### src/rtl/seq_shift_register.sv
// seq_shift_register: multi-bit shift register with a counted run sequencer (start/busy/done) and a registered shifted-out field.
//   params: WIDTH register width, STEP bits per step, CNT_W shift_count width
//   in : clk, rst (sync, active-high), clear, load, parallel_in, start, shift_count,
//        step_en, dir (0 left / 1 right), mode (00 fill, 01 arith, 10 rotate, 11 fill), new_bits
//   out: parallel_out, shifted_out, busy, done (one-cycle pulse)
module seq_shift_register #(
  parameter int WIDTH = 32,
  parameter int STEP = 1,
  parameter int CNT_W = $clog2(WIDTH / STEP + 1)
) (
  input  logic             clk,
  input  logic             rst,
  input  logic             clear,
  input  logic             load,
  input  logic [WIDTH-1:0] parallel_in,
  input  logic             start,
  input  logic [CNT_W-1:0] shift_count,
  input  logic             step_en,
  input  logic             dir,
  input  logic [1:0]       mode,
  input  logic [STEP-1:0]  new_bits,
  output logic [WIDTH-1:0] parallel_out,
  output logic [STEP-1:0]  shifted_out,
  output logic             busy,
  output logic             done
);
  typedef enum logic {IDLE, RUN} state_t;
  state_t state, state_n;
  logic [CNT_W-1:0] cnt;
  logic run_dir, s_dir, do_step;
  logic [1:0] run_mode, s_mode;
  logic [STEP-1:0] out, fill;
  logic [WIDTH-1:0] shifted;
  // a run uses the dir/mode latched at start; manual steps use the live inputs
  always_comb begin
    s_dir = state == RUN ? run_dir : dir;
    s_mode = state == RUN ? run_mode : mode;
    out = s_dir ? parallel_out[STEP-1:0] : parallel_out[WIDTH-1 -: STEP];
    fill = s_mode == 2'b10 ? out :
           s_mode == 2'b01 ? (s_dir ? {STEP{parallel_out[WIDTH-1]}} : '0) : new_bits;
    shifted = s_dir ? {fill, parallel_out[WIDTH-1:STEP]} : {parallel_out[WIDTH-STEP-1:0], fill};
    do_step = state == RUN || (!load && !start && step_en);
  end
  always_comb begin
    state_n = state;
    if (state == IDLE && !load && start && shift_count != '0) state_n = RUN;
    if (state == RUN && cnt == CNT_W'(1)) state_n = IDLE;
  end
  always_ff @(posedge clk) begin
    if (rst || clear) begin
      state <= IDLE;
      cnt <= '0;
      run_dir <= 1'b0;
      run_mode <= 2'b00;
      parallel_out <= '0;
      shifted_out <= '0;
      done <= 1'b0;
    end else begin
      state <= state_n;
      done <= 1'b0;
      if (state == RUN) begin
        cnt <= cnt - CNT_W'(1);
        done <= cnt == CNT_W'(1);
      end else if (load) parallel_out <= parallel_in;
      else if (start) begin
        run_dir <= dir;
        run_mode <= mode;
        cnt <= shift_count;
        done <= shift_count == '0;
      end
      if (do_step) begin
        parallel_out <= shifted;
        shifted_out <= out;
      end
    end
  end
  assign busy = state == RUN;
endmodule

### config.mk
export PLATFORM = sky130hd
export DESIGN_NAME = seq_shift_register
export DESIGN_NICKNAME = d
export VERILOG_FILES = /design/src/rtl/seq_shift_register.sv
export SDC_FILE = /design/constraint.sdc
export NUM_CORES = 1
export LEC_CHECK = 0
export ABC_AREA = 0
export BUFFER_PORTS_ARGS = -buffer_cell sky130_fd_sc_hd__buf_4
export CAP_MARGIN = 0
export CORE_UTILIZATION = 40
export CTS_CLUSTER_DIAMETER = 100
export DETAILED_ROUTE_END_ITERATION = 16
export PLACE_DENSITY = 0.76
export REMOVE_ABC_BUFFERS = 1
export SLEW_MARGIN = 30
export SYNTH_ARGS = -nofsm -noshare
export SYNTH_HDL_FRONTEND = slang
export SYNTH_SLANG_ARGS = --single-unit
### constraint.sdc
create_clock -name clk -period 1.4 [get_ports clk]
set_input_delay 0.14 -clock clk [delete_from_list [all_inputs] [get_ports clk]]
set_output_delay 0.14 -clock clk [all_outputs]
set_load 0.005 [all_outputs]
==> impl_metrics.csv <==
group,metric,value,unit
run_status,status,"complete, no violations",
yosys,syn_inst,276,
setup_path,arrival,1.61,ns
yosys,yosysMostFrequentCell,"a211oi_1",
final_layout,regArea,885,sq um
hold_path,min_path_type,"in -> reg",
grt,track_usage,0.196,
pwr,p_total,2.80,mW
yosys,synth_edf_count,0,
route,first_pass_iters,4,
grt,grt_pass1_vias,2255,
placed_design,dp_hpwl,4620,um
setup_path,rrSetupSlack,0.0004,ns
yosys,ys_seq_area_frac,0.349,
timing,rsz0062_at_grt,"true",
grt,grt_max_degree,63,
floorplan,initial_core_util,0.421,
pwr,p_int,2.04,mW
yosys,synth_area,2520,sq um
cts,clk_pin_slew,0.08,ns
yosys,synthTopCellsByArea,"dfxtp_1, a211oi_1, mux2i_1",
timing,fin_skew,0.00555,ns
yosys,synth_cell_types,43,
setup_path,path_cells,"mux2i_4 -> buf_12 -> clkbuf_16 -> a31oi_1 -> o2111ai_1 -> a31oi_1",
setup_path,crit_top_cell,"a31oi_1",
floorplan,die_area,6630,sq um
cts,cts_buffer_depth,2,
timing,whs,0.134,ns
floorplan,die_y,81.4,um
pwr,p_comb_frac,0.249,
route,dr_total_vias,2454,
floorplan,rows,28,
yosys,synth_common_cells,"a211oi_1, dfxtp_1, mux2i_1",
route,drc,0,
timing,fmaxAchievable,714,MHz
cts,numCtsBuffers,5,
yosys,synth-seq-cells,44,
grt,overflow,0,
pwr,power_frac_clock,0.264,
setup_path,startpoint_type,"flip-flop",
timing,period_minus_slack,1.40,ns
route,via_per_inst,5.60,
setup_path,cp.required,1.61,ns
final_layout,antennaDiodeCount,0,
floorplan,ios,83,
timing,maxSlewViolCount,0,
setup_path,path_class,"reg -> reg",
yosys,synth_top_area_cell,"dfxtp_1",
cts,cts_tree,"built",
setup_path,cpPeakStageDelay,0.38,ns
pwr,leakage,1.45,nW
yosys,ys_async_sr_fraction,0,
setup_path,crit_path_end_kind,"flip-flop",
final_layout,drive_above_1_share,0.366,
final_layout,multi_input_area,1560,sq um
cts,clock-root-buffer,"clkbuf_8",
setup_path,crit_path_top_delay_cell,"dfxtp_4",
pwr,vdd_drop_max,0.505,mV
setup_path,crit_fanout,8,
yosys,yosysWarnings,0,
timing,tightest_slew,0.300,ns
pwr,power_frac_seq,0.487,
flow_run,drv_cap,0,
grt,antenna_found_initial,0,
floorplan,core_area,5990,sq um
cts,postCtsHoldBufs,0,
placed_design,port_buffers,82,
timing,period_share,1.00,
cts,htreeDepth,2,
timing,max_slew_margin,0.795,
final_layout,area_growth,41.4,%
cts,clkLatencyLatePin,0.29,ns
route,ant_nets,0,
final_layout,nNetsFinal,413,
route,wl_per_cell,15.2,um
yosys,synth_flop_cell,"dfxtp_1",
placed_design,place_congestion,0.856,
route,wl,6670,um
yosys,synth_top_area_frac,0.349,
yosys,syn_avg_cell_area,9.14,sq um
final_layout,fill_cells,522,
route,drtIter0Drc,75,
pwr,power.density,785,nW/um^2
pwr,power_switching,761,uW
timing,setup_viol,0,
grt,grt_pass1_wl,10100,um
pwr,p_sw_frac,0.272,
timing,hold_viol_final,0,
floorplan,die_w,81.4,um
cts,cts.sinks,44,
[critical path: cells and delay by family (launching register included)]
family | cells | cell delay (ns)
AOI/OAI and AO/OA | 3 | 0.43
buffers and inverters | 2 | 0.30
DFF | 1 | 0.38
muxes | 1 | 0.20
[cells in the final DEF (no fill, tap or decap), types with 2 or more instances in the layout]
cell type	count
o221a_2	2
mux2_2	3
nand2b_1	4
mux2i_1	30
a211oi_2	5
dfxtp_1	43
buf_12	7
nor3_1	2
nor2b_1	31
a31oi_1	3
buf_4	94
mux2i_4	2
nor2_1	13
nand3b_1	3
nand3_1	2
a21oi_1	10
clkbuf_16	3
clkbuf_8	5
a211oi_1	58
nand2_1	9
inv_1	5
[state kept, by name (all words and copies together) (netlist names)]
signal and count:
busy 1, shifted_out 1, cnt 6, run_dir 1, run_mode 2, done 1, parallel_out 32
[what timing repair did]
item,CTS,global route
pin swaps,0,22
buffers inserted,0,1
endpoints found under the setup margin,37,22
resized for setup,3,13
cloned,0,4
hold endpoints to repair,0,0
[metrics by stage]
step	TNS (ns)	utilization	setup WS, ns	instance area [sq um]	instances
final	0	0.596	0.000362	3570	438
after global routing	-1.04	0.596	-0.0619	3570	438
after CTS	0	0.567	0.0276	3390	433
after detailed placement	-2.99	0.552	-0.149	3310	426
after global placement	-1.47	0.552	-0.0728	3310	426
after floorplan	-31.05	-	-0.914	2400	251
[power by group through the flow]
stage	clock network (mW)	logic, mW	registers [mW]
finish	0.739	0.698	1.37
global route	0.808	0.758	1.37
CTS	0.759	0.633	1.36
detailed placement	0	0.629	1.39
global placement	0	0.614	1.39
floorplan	0	0.298	1.39
[path summary, 6_finish.rpt]
kind	start	to	cells after the start
setup / recovery	busy$_SDFFE_PP0P_	parallel_out[31]$_SDFFE_PP0P_	6
hold / removal	mode[1]	run_mode[1]$_SDFFE_PP0P_	3
setup reg to reg	busy$_SDFFE_PP0P_	parallel_out[31]$_SDFFE_PP0P_	6
hold reg to reg	cnt[5]$_SDFFE_PP0P_	cnt[5]$_SDFFE_PP0P_	2
[cell type report]
type / instances / area share
Clock buffer: 6 / 0.0203
Clock inverter: 1 / 0.00140
Inverter: 5 / 0.00526
Multi-Input combinational cell: 202 / 0.438
Sequential cell: 44 / 0.248
Tap cell: 75 / 0.0263
Timing Repair Buffer: 105 / 0.261
[layer usage]
metal,routed length [um],up-vias,global-route usage,share of wire
met5,0,-,0,0
met4,102,0,0.0857,0.015
met3,293,12,0.0389,0.044
met2,3180,69,0.327,0.48
met1,3090,1154,0.242,0.46
li1,-,1219,-,-
[cell families after synthesis]
family / after synthesis / share of synthesized area
XOR/XNOR: 1 / 0.00347
buffers and inverters: 30 / 0.0560
AO/OA/AOI/OAI: 88 / 0.255
AND/OR/NAND/NOR: 75 / 0.177
adder cells (fa/ha/maj): 2 / 0.00991
flip-flops: 44 / 0.349
multiplexers: 36 / 0.149
Power figures use the tool's default switching activity.
